===== config.mk =====
export PLATFORM = sky130hd
export DESIGN_NAME = iib_scan_ctrl
export DESIGN_NICKNAME = d
export VERILOG_FILES = /design/src/rtl/iib_pkg.sv /design/src/rtl/iib_win_counter.sv /design/src/rtl/iib_scan_ctrl.sv
export SDC_FILE = /design/constraint.sdc
export NUM_CORES = 1
export LEC_CHECK = 0
export BUFFER_PORTS_ARGS = -buffer_cell sky130_fd_sc_hd__buf_2
export CORE_MARGIN = 4
export CORE_UTILIZATION = 42
export CTS_CLUSTER_DIAMETER = 40
export CTS_CLUSTER_SIZE = 16
export DETAILED_ROUTE_END_ITERATION = 10
export PLACE_DENSITY = 0.72
export SLEW_MARGIN = 30
export SYNTH_ARGS = -nofsm -noshare
export SYNTH_HDL_FRONTEND = slang
export SYNTH_SLANG_ARGS = --single-unit

===== constraint.sdc =====
create_clock -name iClk -period 2.45 [get_ports iClk]
set_clock_uncertainty 0.1 [all_clocks]
set_input_delay 0.49 -clock iClk [delete_from_list [all_inputs] [get_ports iClk]]
set_output_delay 0.49 -clock iClk [all_outputs]
set_load 0.05 [all_outputs]

===== src/rtl/iib_pkg.sv =====
// iib_pkg: shared states, scale codes and frame geometry for the iib scan controller
package iib_pkg;
  typedef enum logic [2:0] {
    ST_IDLE,
    ST_ARM,
    ST_WAIT_FIN,
    ST_DISPATCH,
    ST_DRAIN,
    ST_RST,
    ST_DONE
  } state_t;
  localparam logic [1:0] SCALE_23 = 2'd3;
  localparam logic [1:0] SCALE_19 = 2'd2;
  localparam logic [1:0] SCALE_17 = 2'd1;
  localparam int FRAME_W = 80;
  localparam int FRAME_H = 60;
  localparam int END_IIB_VAL = FRAME_W * FRAME_H - 1;
  // one-hot engine select ordered {23, 19, 17}; code 0 selects nothing
  function automatic logic [2:0] scale_onehot(input logic [1:0] s);
    return {s == SCALE_23, s == SCALE_19, s == SCALE_17};
  endfunction
endpackage


===== src/rtl/iib_win_counter.sv =====
// iib_win_counter: saturating per-scale window counter with synchronous clear
module iib_win_counter #(
  parameter int W = 13
) (
  input  logic         iClk,
  input  logic         iReset_n,
  input  logic         iClr,
  input  logic         iInc,
  output logic [W-1:0] oCnt
);
  // clear wins over increment; hold at all-ones once saturated
  always_ff @(posedge iClk or negedge iReset_n) begin
    if (!iReset_n) oCnt <= '0;
    else if (iClr) oCnt <= '0;
    else if (iInc && oCnt != '1) oCnt <= oCnt + 1'b1;
  end
endmodule


===== src/rtl/iib_scan_ctrl.sv =====
// iib_scan_ctrl: gates the iib window scan against engine readiness and dispatches windows
module iib_scan_ctrl
  import iib_pkg::*;
#(
  parameter int TIMEOUT_CYC = 4095,
  parameter int CNT_W = 13
) (
  input  logic             iClk,
  input  logic             iReset_n,
  input  logic             iFrame_start,
  input  logic             iAbort,
  output logic             oRun,
  output logic             oRst,
  input  logic [1:0]       iFinish,
  input  logic             iEnd,
  input  logic [12:0]      iAddr_OM,
  input  logic             iReady_23,
  input  logic             iReady_19,
  input  logic             iReady_17,
  output logic             oStart_23,
  output logic             oStart_19,
  output logic             oStart_17,
  output logic [12:0]      oWin_addr,
  output logic             oFrame_done,
  output logic [CNT_W-1:0] oCnt_23,
  output logic [CNT_W-1:0] oCnt_19,
  output logic [CNT_W-1:0] oCnt_17,
  output logic             oTimeout,
  output logic             oOverrun,
  output logic             oBusy
);
  localparam int WD_W = $clog2(TIMEOUT_CYC + 1);
  state_t          state;
  logic [1:0]      scale;
  logic            end_f;
  logic            quit;
  logic [WD_W-1:0] wdog;
  logic [2:0]      start_q;
  logic [2:0]      sel;
  logic            all_ready;
  logic            ready_sel;
  logic            clr;
  logic            disp;
  logic            wd_hit;
  assign sel       = scale_onehot(scale);
  assign all_ready = iReady_23 && iReady_19 && iReady_17;
  assign ready_sel = |(sel & {iReady_23, iReady_19, iReady_17});
  assign clr       = state == ST_IDLE && iFrame_start;
  assign disp      = state == ST_DISPATCH && ready_sel && !iAbort;
  assign wd_hit    = wdog == WD_W'(TIMEOUT_CYC - 1);
  assign {oStart_23, oStart_19, oStart_17} = start_q;
  // frame scheduler: abort preempts every busy state except RST, which is already tearing down
  always_ff @(posedge iClk or negedge iReset_n) begin
    if (!iReset_n) begin
      state       <= ST_IDLE;
      scale       <= 2'd0;
      end_f       <= 1'b0;
      quit        <= 1'b0;
      wdog        <= '0;
      start_q     <= 3'b0;
      oRun        <= 1'b0;
      oRst        <= 1'b0;
      oWin_addr   <= 13'd0;
      oFrame_done <= 1'b0;
      oTimeout    <= 1'b0;
      oOverrun    <= 1'b0;
      oBusy       <= 1'b0;
    end else begin
      start_q     <= 3'b0;
      oRst        <= 1'b0;
      oFrame_done <= 1'b0;
      if (iFrame_start) oTimeout <= 1'b0;
      if (iFrame_start && state != ST_IDLE) oOverrun <= 1'b1;
      if (iEnd && state inside {ST_ARM, ST_WAIT_FIN, ST_DISPATCH}) end_f <= 1'b1;
      if (iAbort && state != ST_IDLE && state != ST_RST) begin
        oRun  <= 1'b0;
        oRst  <= 1'b1;
        quit  <= 1'b1;
        oBusy <= 1'b1;
        state <= ST_RST;
      end else begin
        case (state)
          ST_IDLE: if (iFrame_start) begin
            oOverrun <= 1'b0;
            end_f    <= 1'b0;
            quit     <= 1'b0;
            oBusy    <= 1'b1;
            state    <= ST_ARM;
          end
          ST_ARM: if (all_ready) begin
            oRun  <= 1'b1;
            wdog  <= '0;
            state <= ST_WAIT_FIN;
          end
          ST_WAIT_FIN: if (iFinish != 2'd0) begin
            scale     <= iFinish;
            oWin_addr <= iAddr_OM;
            oRun      <= 1'b0;
            state     <= ST_DISPATCH;
          end else if (end_f || iEnd) begin
            oRun  <= 1'b0;
            state <= ST_DRAIN;
          end else if (wd_hit) begin
            oTimeout <= 1'b1;
            quit     <= 1'b1;
            oRun     <= 1'b0;
            oRst     <= 1'b1;
            state    <= ST_RST;
          end else begin
            wdog <= wdog + 1'b1;
          end
          ST_DISPATCH: if (ready_sel) begin
            start_q <= sel;
            state   <= (end_f || iEnd) ? ST_DRAIN : ST_ARM;
          end
          ST_DRAIN: if (all_ready) begin
            oRst  <= 1'b1;
            state <= ST_RST;
          end
          ST_RST: begin
            oFrame_done <= !quit;
            oBusy       <= !quit;
            state       <= quit ? ST_IDLE : ST_DONE;
          end
          ST_DONE: begin
            oBusy <= 1'b0;
            state <= ST_IDLE;
          end
          default: begin
            oBusy <= 1'b0;
            state <= ST_IDLE;
          end
        endcase
      end
    end
  end
  iib_win_counter #(.W(CNT_W)) u_cnt_23 (
    .iClk(iClk), .iReset_n(iReset_n), .iClr(clr), .iInc(disp && sel[2]), .oCnt(oCnt_23)
  );
  iib_win_counter #(.W(CNT_W)) u_cnt_19 (
    .iClk(iClk), .iReset_n(iReset_n), .iClr(clr), .iInc(disp && sel[1]), .oCnt(oCnt_19)
  );
  iib_win_counter #(.W(CNT_W)) u_cnt_17 (
    .iClk(iClk), .iReset_n(iReset_n), .iClr(clr), .iInc(disp && sel[0]), .oCnt(oCnt_17)
  );
endmodule

# Word-level counts from Yosys, hierarchy flattened

Index checks and enable logic that the tools add are counted.

Bits in registers: 80
Output and inout port bits: 61
Input bits: 23

Bitwise operators: 2
Add/subtract/negate cells: 4
Mux-type cells: 62
Eq/ne operators: 26
Reduce and logical (&&, ||, !) cells: 36

Operators with widths:

| kind                  | count |
|---|---|
| $mux 13               | 6 |
| $mux 12               | 4 |
| $add 13x1->13 const B | 3 |
| $mux 3                | 13 |
| $ne 13x13->1 const B  | 3 |
| $mux 1                | 33 |
| $pmux 12 s2           | 1 |
| $pmux 3 s6            | 1 |
| $logic_and 1x1->1     | 15 |
| $add 12x1->12 const B | 1 |
| $eq 12x12->1 const B  | 1 |
| $ne 3x2->1 const B    | 4 |
| $ne 3x3->1 const B    | 4 |
| $reduce_bool 3->1     | 4 |
| $reduce_and 5->1      | 2 |
| $reduce_bool 2->1     | 5 |
| $ne 2x2->1 const B    | 4 |
| $eq 3x2->1 const B    | 2 |
| $eq 3x3->1 const B    | 2 |
| $pmux 1 s2            | 3 |
| $reduce_and 3->1      | 2 |
| $reduce_and 6->1      | 1 |
| $ne 5x2->1 const B    | 1 |
| $eq 2x2->1 const B    | 2 |
| 12 further kinds      | 13 |

# Longest topological paths before layout

Gate-level depths: netlist of run 1.

Word-level depth: 9
Gate-level depth with buffers: 7
Depth with buffers taken out: 6

# Cells and area by module

Synthesis of run 1 repeated with hierarchy kept, for this count alone.

Cells, all modules: 432
Area, all modules: 4335.4 sq um

Modules (own cells, without submodules):

| module                         | cells each | area an instance (sq um) | times used | seq. area each (sq um) |
|---|---|---|---|---|
| iib_scan_ctrl                  | 213        | 2118.3                   | 1          | 1026.0 |
| iib_win_counter (u_cnt_17 ...) | 72         | 739.5                    | 2          | 325.3 |
| iib_win_counter (u_cnt_23)     | 75         | 738.2                    | 1          | 325.3 |

# Worst setup path before layout of run 1

OpenSTA, ideal clock, no wires.

Kind: register to register
From: register u_cnt_19.oCnt[0]
To: register u_cnt_19.oCnt[7]
Slack: 199 ps
Arrival: 2073 ps
Cell stages (with the launch flop): 7
Path through: dfrtp_1 -> ha_1 -> and4_1 -> and2_1 -> clkbuf_1 -> or4_1 -> a21oi_1

Cells in the longest elaborated chain, start to end: 3
Elaborated cells between the ends (all ways): 6
Those cells by class: add/sub (1); eq/ne (1); mux (2); reduce/logical (2)

Ends and longest elaborated chain:

| element                                       | RTL line              | text |
|---|---|---|
| from (decl)                                   | iib_win_counter.sv:9  | `output logic [W-1:0] oCnt` |
| from (signal assigned)                        | iib_win_counter.sv:15 | `else if (iInc && oCnt != '1) oCnt <= oCnt + 1'b1;` |
| $add 13x1->13 or $ne 13x13->1 (tied branches) | iib_win_counter.sv:15 |  |
| $mux 13 or $logic_and 1x1->1 (tied branches)  | iib_win_counter.sv:15 |  |
| $mux 13 or $reduce_bool 2->1 (tied branches)  | -                     |  |

Parallel ways exist; a longest one is shown, timed or not. The select of a mux whose other input is x is not followed.
A chain may end at the register's enable or synchronous reset.

# Worst setup path after layout of run 1

From: register state[2]
To: register u_cnt_23.oCnt[9]

Cells in the longest elaborated chain, start to end: 6
Elaborated cells between the ends (all ways): 9
Those cells by class: eq/ne (1); mux (1); reduce/logical (7)

Ends and longest elaborated chain:

| element                            | RTL line              | text |
|---|---|---|
| from (decl)                        | iib_scan_ctrl.sv:33   | `state_t state;` |
| from (signal assigned)             | iib_scan_ctrl.sv:114  | `state <= (end_f \|\| iEnd) ? ST_DRAIN : ST_ARM;` |
| from (signal assigned)             | iib_scan_ctrl.sv:123  | `state <= quit ? ST_IDLE : ST_DONE;` |
| $eq 3x2->1                         | iib_scan_ctrl.sv:49   | `assign disp = state == ST_DISPATCH && ready_sel && !iAbort;` |
| $logic_and 1x1->1 (2 in series)    | iib_scan_ctrl.sv:49   |  |
| $logic_and 1x1->1                  | iib_scan_ctrl.sv:138  | `.iClk(iClk), .iReset_n(iReset_n), .iClr(clr), .iInc(disp && sel[2]), .oCnt(oCnt_23)` |
| $logic_and 1x1->1                  | iib_win_counter.sv:15 |  |
| $reduce_bool 2->1 (no source line) | -                     |  |
| to (signal assigned)               | iib_win_counter.sv:15 |  |
| to (decl)                          | iib_win_counter.sv:9  |  |

Parallel ways exist; a longest one is shown, timed or not.

==> flow_metrics.py, run 1 <==
metrics = {
    "detailed_routing": {
        "routed-via-count": 4017,
        "drt_first_pass_iters": 4,
        "avgViaCountPerCell": 5.88,
        "drt_iter0_drc": 225,
        "route.detailed.wl_per_inst_um": 16.4,
        "drt-total-wl_um": 11200,
        "antenna_violating_nets_remaining": 0,
        "drt_drc_violations_left": 0,
    },
    "timing": {
        "unrepaired_setup_endpoints_after_global_routing": "no",
        "fmax_achieved_mhz": 440,
        "fin_crit_sh": 0.929,
        "post_layout_min_period_ps": 2280,
        "timing.setup.tns_ps": 0,
        "setup-violations-final": 0,
        "timing.final.max_slew_violations": 0,
        "timing_hold_violations_final": 0,
        "worst_slew_pin_slew_ps": 648,
        "final_critical_path_setup_slack_ps": 175,
        "maxSlewHeadroom": 0.564,
    },
    "logic_synthesis": {
        "ffs_latches_synth": 80,
        "postSynth.asyncResetShare": 1.00,
        "synth_fp_nets": 478,
        "synth_top_cells_by_count": "80 x dfrtp_1, 46 x a21oi_1, 30 x nand2_1, 30 x o31ai_1, 27 x or4_1",
        "synth.cell_area_um2": 4380,
        "synth_enable_flop_cells": 0,
        "gate_count_of_the_mapped_netlist": 450,
        "synth.avg_cell_area_um2": 9.74,
        "synth.yosys.seq_area_share": 0.457,
        "netlist_top_cells_area": "dfrtp_1 46%, a21oi_1 5.3%, o31ai_1 5.1%",
        "synth_largest_area_cell": "dfrtp_1",
        "netlist-cell-type-count": 66,
        "synth_warnings": 0,
        "synth.most_common_cell": "dfrtp_1",
        "synthDominantCellAreaShare": 0.457,
        "yosys_most_used_dff": "dfrtp_1",
    },
    "floorplan": {
        "y_dimension_of_the_die_um": 110,
        "die-area_um2": 12100,
        "core_region_area_um2": 10200,
        "die_width_um": 110,
        "initial_utilization": 0.429,
        "floorplan.io_pins": 84,
        "num_rows": 37,
    },
    "layout": {
        "final_nets": 569,
        "multi_input_comb_area_um2": 2210,
        "syn_to_final_growth_pct": 18.3,
        "post_route_cells_drive_above_1_share": 0.262,
        "seq_area_um2": 2000,
        "layout.filler_cells": 939,
        "utilization": 0.507,
        "post_layout_nonfiller_instances": 683,
    },
    "hold_path": {
        "hold_class": "input pin to register",
        "min_path_cells": 2,
    },
    "global_route": {
        "antenna_found_initial": 0,
        "grt_pass1_wl_um": 18400,
        "gr-usage-all-layers": 0.191,
        "grt_remaining_overflow": 0,
        "grt_start_max_net_pins": 33,
        "first_global_vias": 3743,
    },
    "critical_path": {
        "cp.arrival_ps": 2460,
        "worstPathMaxFanout": 10,
        "worstSetupEndpointType": "register",
        "critPathKind": "register to register",
        "critical_path.startpoint_type": "register",
        "required_time_of_the_worst_setup_path_ps": 2640,
        "worst-r2r-cell-count": 5,
    },
    "placed_design": {
        "io_buffer_count": 83,
        "dpl.cell_count": 665,
        "placement.setup.worst_slack_ps": 21.0,
        "finalWeightedCongestion": 0.927,
        "place_hpwl_um": 8200,
    },
    "cts": {
        "clock_tree.htree_level_count": 3,
        "clock_tree_root_buffer_cell": "clkbuf_8",
        "cts.sink_count": 80,
        "cts_max_path_buffers": 2,
        "cts_made_buffers": 9,
        "clk_transition_reported_paths_ps": 90,
        "clk_latency_ps": 360,
        "clock_tree_from_tritoncts": "yes",
    },
    "power": {
        "power_density_nw_per_um2": 809,
        "leakage_nw": 2.29,
        "vdd_ir_drop_max_mv": 0.634,
    },
    "run": {
        "drv_cap": 0,
    },
    "status": {
        "run_status": "completed",
    },
}
-- stage by stage --
step	power (mW)	hold slack [ps]	area (um2)
finish	4.20	266	5190
global route	4.43	236	5180
CTS	4.22	249	5180
detailed placement	3.29	359	4990
global placement	3.25	355	4990
floorplan	2.88	94.4	4380
-- kinds of logic after synthesis --
| family | after synthesis | share of synthesized area |
|---|---|---|
| AND/OR/NAND/NOR | 180 | 0.251 |
| AO/OA/AOI/OAI | 124 | 0.180 |
| flip-flops | 80 | 0.457 |
| buffers and inverters | 38 | 0.0411 |
| multiplexers | 22 | 0.0548 |
| adder cells (fa/ha/maj) | 5 | 0.0143 |
| XOR/XNOR | 1 | 0.00200 |
-- area by class of cell --
class	count	share of cell area
Sequential cell	80	0.386
Inverter	17	0.0123
Antenna cell	1	0.000483
Clock inverter	4	0.00555
Multi-Input combinational cell	332	0.426
Timing Repair Buffer	101	0.107
Clock buffer	12	0.0299
Tap cell	136	0.0328
-- metal layers --
layer  part of all wire  track usage  wire (um)  vias to the layer above
met2               0.50        0.319       5600                      103
li1                   -            -          -                     1922
met3              0.048       0.0460        541                       20
met5                  0            0          0                        -
met1               0.43        0.247       4830                     1972
met4              0.021       0.0563        237                        0
-- what timing repair did --
item	CTS	global route
setup buffers	0	0
resized for setup	0	0
endpoints found under the hold margin	29	0
endpoints found under the setup margin	0	0
hold buffers	1	0
-- cell usage in the layout, fill, tap and decap left out, drive strengths merged, types with 2 or more instances in the layout --
cell and n:
nor4 7, and4 8, buf 100, or2 3
clkbuf 12, nor3b 2, dfrtp 80, a21oi 46
clkinvlp 2, and3 5, nor2b 2, nor3 10
inv 16, o31ai 30, a21o 2, or4 27
nand3 26, ha 5, nand3b 2, nor2 16
nand2b 4, or3 12, nand2 31, nand4 10
clkinv 3, o21ai 19, mux2 16, o41ai 3
a211oi 4, and2 8, and3b 2, o31a 2
mux2i 6
-- where the power goes --
part	total [mW]	leakage [nW]	switching, mW	internal, mW
logic	1.58	1.12	1.08	0.503
registers	1.69	1.08	0.175	1.52
clock network	0.922	0.0886	0.498	0.424
total	4.20	2.29	1.75	2.45
-- worst max-delay path: stages, from the launching register on --
cell and delay [ps]:
dfrtp_1 380, buf_4 170, and4bb_1 560, nand4_2 320, or4_1 540, a21oi_1 150
-- worst paths after layout --
path                                      start                      endpoint  slack, ps
min                                 iAddr_OM[0]      oWin_addr[0]$_DFFE_PN0P_        270
min in group asynchronous              iReset_n  u_cnt_17.oCnt[9]$_DFFE_PN0P_        510
max in group asynchronous              iReset_n  u_cnt_17.oCnt[7]$_DFFE_PN0P_       1120
max reg2reg                state[2]$_DFFE_PN0P_  u_cnt_23.oCnt[9]$_DFFE_PN0P_        170
max                        state[2]$_DFFE_PN0P_  u_cnt_23.oCnt[9]$_DFFE_PN0P_        170
min reg2reg                            register                      register        390
-- sequential cells by signal, summed over array words and instances, names as in the netlist, named ones only --
signal         cells
oFrame_done        1
quit               1
u_cnt_23.oCnt     13
scale              2
oWin_addr         13
oBusy              1
oRun               1
state              3
wdog              12
oTimeout           1
oRst               1
end_f              1
u_cnt_19.oCnt     13
u_cnt_17.oCnt     13
start_q            3
(Power assumes the default switching activity.)
==> run 2, diff against run 1 <==
==> constraint.sdc (replaced) <==
create_clock -name iClk -period 2.45 [get_ports iClk]
set_clock_uncertainty 0.1 [all_clocks]
set_input_delay 0.3675 -clock iClk [delete_from_list [all_inputs] [get_ports iClk]]
set_output_delay 0.3675 -clock iClk [all_outputs]
set_load 0.05 [all_outputs]
==> flow_metrics.py, run 2 (synthesis results as in run 1) <==
metrics = {
    "timing": {
        "setup-violations-final": 0,
        "timing.final.max_slew_violations": 0,
        "final_critical_path_setup_slack_ps": 218,
        "post_layout_min_period_ps": 2230,
        "unrepaired_setup_endpoints_after_global_routing": "no",
        "timing.hold.ws_ps": 134,
        "worst_slew_pin_slew_ps": 710,
        "maxSlewHeadroom": 0.523,
        "fin_crit_sh": 0.911,
        "timing.setup.tns_ps": 0,
        "fmax_achieved_mhz": 448,
        "timing_hold_violations_final": 0,
    },
    "placed_design": {
        "io_buffer_count": 83,
        "finalWeightedCongestion": 0.921,
        "placedInstanceArea_um2": 4970,
        "placement.setup.worst_slack_ps": 156,
        "dpl.cell_count": 661,
        "place_hpwl_um": 8000,
    },
    "global_route": {
        "grt_use_met1": 0.241,
        "global_route.peak_usage_layer": "met2",
        "grt_pass1_wl_um": 17500,
        "grt_use_met2": 0.299,
        "grt_remaining_overflow": 0,
        "antenna_found_initial": 0,
        "gr-usage-all-layers": 0.181,
        "grt_util_met3": 0.0268,
        "grt_start_max_net_pins": 37,
        "first_global_vias": 3652,
    },
    "floorplan": {
        "core_region_area_um2": 10200,
        "num_rows": 37,
        "die_width_um": 110,
        "initial_utilization": 0.429,
        "y_dimension_of_the_die_um": 110,
        "floorplan.io_pins": 84,
        "die-area_um2": 12100,
    },
    "layout": {
        "most-common-layout-cells": "82 x buf_2, 80 x dfrtp_1, 46 x a21oi_1",
        "utilization": 0.508,
        "post_route_cells_drive_above_1_share": 0.258,
        "syn_to_final_growth_pct": 18.5,
        "final_common_cell": "buf_2",
        "final_nets": 565,
        "layout.cell_area.non_filler_um2": 5190,
        "post_layout_nonfiller_instances": 679,
    },
    "critical_path": {
        "critical_path.slowest_cell": "dfrtp_1",
        "worstPathMaxFanout": 12,
        "critical_path.startpoint_type": "register",
        "cp_slowest_stage_delay_ps": 550,
        "required_time_of_the_worst_setup_path_ps": 2640,
        "r2r-end": "u_cnt_23.oCnt[9]$_DFFE_PN0P_",
        "crit_chain": "and4bb_1 > nand4_2 > or4_1 > a21oi_1",
        "cp.arrival_ps": 2420,
        "worstSetupEndpointType": "register",
        "reg2reg_setup_slack_ps": 220,
        "critPathKind": "register to register",
        "worst_setup_path_endpoint": "u_cnt_23.oCnt[9]$_DFFE_PN0P_",
        "startpoint_of_the_worst_register_to_register_path": "state[1]$_DFFE_PN0P_",
        "worst-r2r-cell-count": 4,
        "worstSetupStartpoint": "state[1]$_DFFE_PN0P_",
    },
    "detailed_routing": {
        "routed-via-count": 3993,
        "antenna_violating_nets_remaining": 0,
        "drt-total-wl_um": 11000,
        "route.detailed.wl_per_inst_um": 16.2,
        "avgViaCountPerCell": 5.88,
        "drt_first_pass_iters": 4,
        "drt_drc_violations_left": 0,
        "drt_iter0_drc": 221,
    },
    "power": {
        "power.internal_mw": 2.50,
        "pwr-share-seq": 0.397,
        "power.clock.fraction": 0.243,
        "vdd_ir_drop_max_mv": 0.640,
        "power_density_nw_per_um2": 825,
        "power_switching_mw": 1.79,
        "p_sw_frac": 0.417,
        "power.share.combinational": 0.359,
        "leakage_nw": 2.29,
        "total_power_mw": 4.28,
    },
    "cts": {
        "clock_tree_from_tritoncts": "yes",
        "cts_max_path_buffers": 2,
        "clk_latency_ps": 360,
        "cts_resized": 0,
        "clock_tree_root_buffer_cell": "clkbuf_8",
        "cts_hold_buf": 1,
        "clock_tree.htree_level_count": 3,
        "cts.sink_count": 80,
        "cts_made_buffers": 9,
        "post-cts-setup-buffer-count": 0,
        "clk_transition_reported_paths_ps": 90,
    },
    "status": {
        "run_status": "completed",
    },
    "run": {
        "drv_cap": 0,
    },
    "hold_path": {
        "hold_class": "input pin to register",
    },
}
## run 2: worst min path at each step
| stage | cells after the start | slack (ps) | start | endpoint |
|---|---|---|---|---|
| 4_1_cts | 2 | 120 | iAddr_OM[8] | oWin_addr[8]$_DFFE_PN0P_ |
| 2_1_floorplan | 0 | -30 | iReset_n | asynchronous set/reset pin |
| 3_5_place_dp | 1 | 190 | iReset_n | u_cnt_17.oCnt[9]$_DFFE_PN0P_ |
| 3_3_place_gp | 1 | 190 | iReset_n | u_cnt_17.oCnt[7]$_DFFE_PN0P_ |
| 5_1_grt | 2 | 120 | iAddr_OM[8] | oWin_addr[8]$_DFFE_PN0P_ |
| 6_report | 2 | 130 | iAddr_OM[4] | oWin_addr[4]$_DFFE_PN0P_ |
## run 2: per-layer routing
| metal | routed length, um | share of wire |
|---|---|---|
| met2 | 5420 | 0.49 |
| met4 | 163 | 0.015 |
| met1 | 4870 | 0.44 |
| met3 | 573 | 0.052 |
| met5 | 0 | 0 |
## run 2: worst max-delay path, delay by kind of cell (launching register included)
| family | cells | cell delay (ps) |
|---|---|---|
| AOI/OAI and AO/OA | 1 | 150 |
| DFF | 1 | 550 |
| and+or+nand+nor | 3 | 1360 |
## run 2: cell type report
class,count,area (um2)
multi-input combinational,332,2210
fill,927,5040
inverter,17,63.8
clock inverter,7,86.3
clock buffer,9,124
antenna,1,2.50
timing repair buffer,97,538
sequential,80,2000
tap,136,170
## run 2: power by group through the flow
stage	logic (mW)	clock network, mW	registers, mW
6_report	1.54	1.04	1.70
5_1_grt	1.66	1.11	1.74
4_1_cts	1.55	1.06	1.70
3_5_place_dp	1.54	0	1.73
3_3_place_gp	1.51	0	1.71
2_1_floorplan	0.705	0	2.17
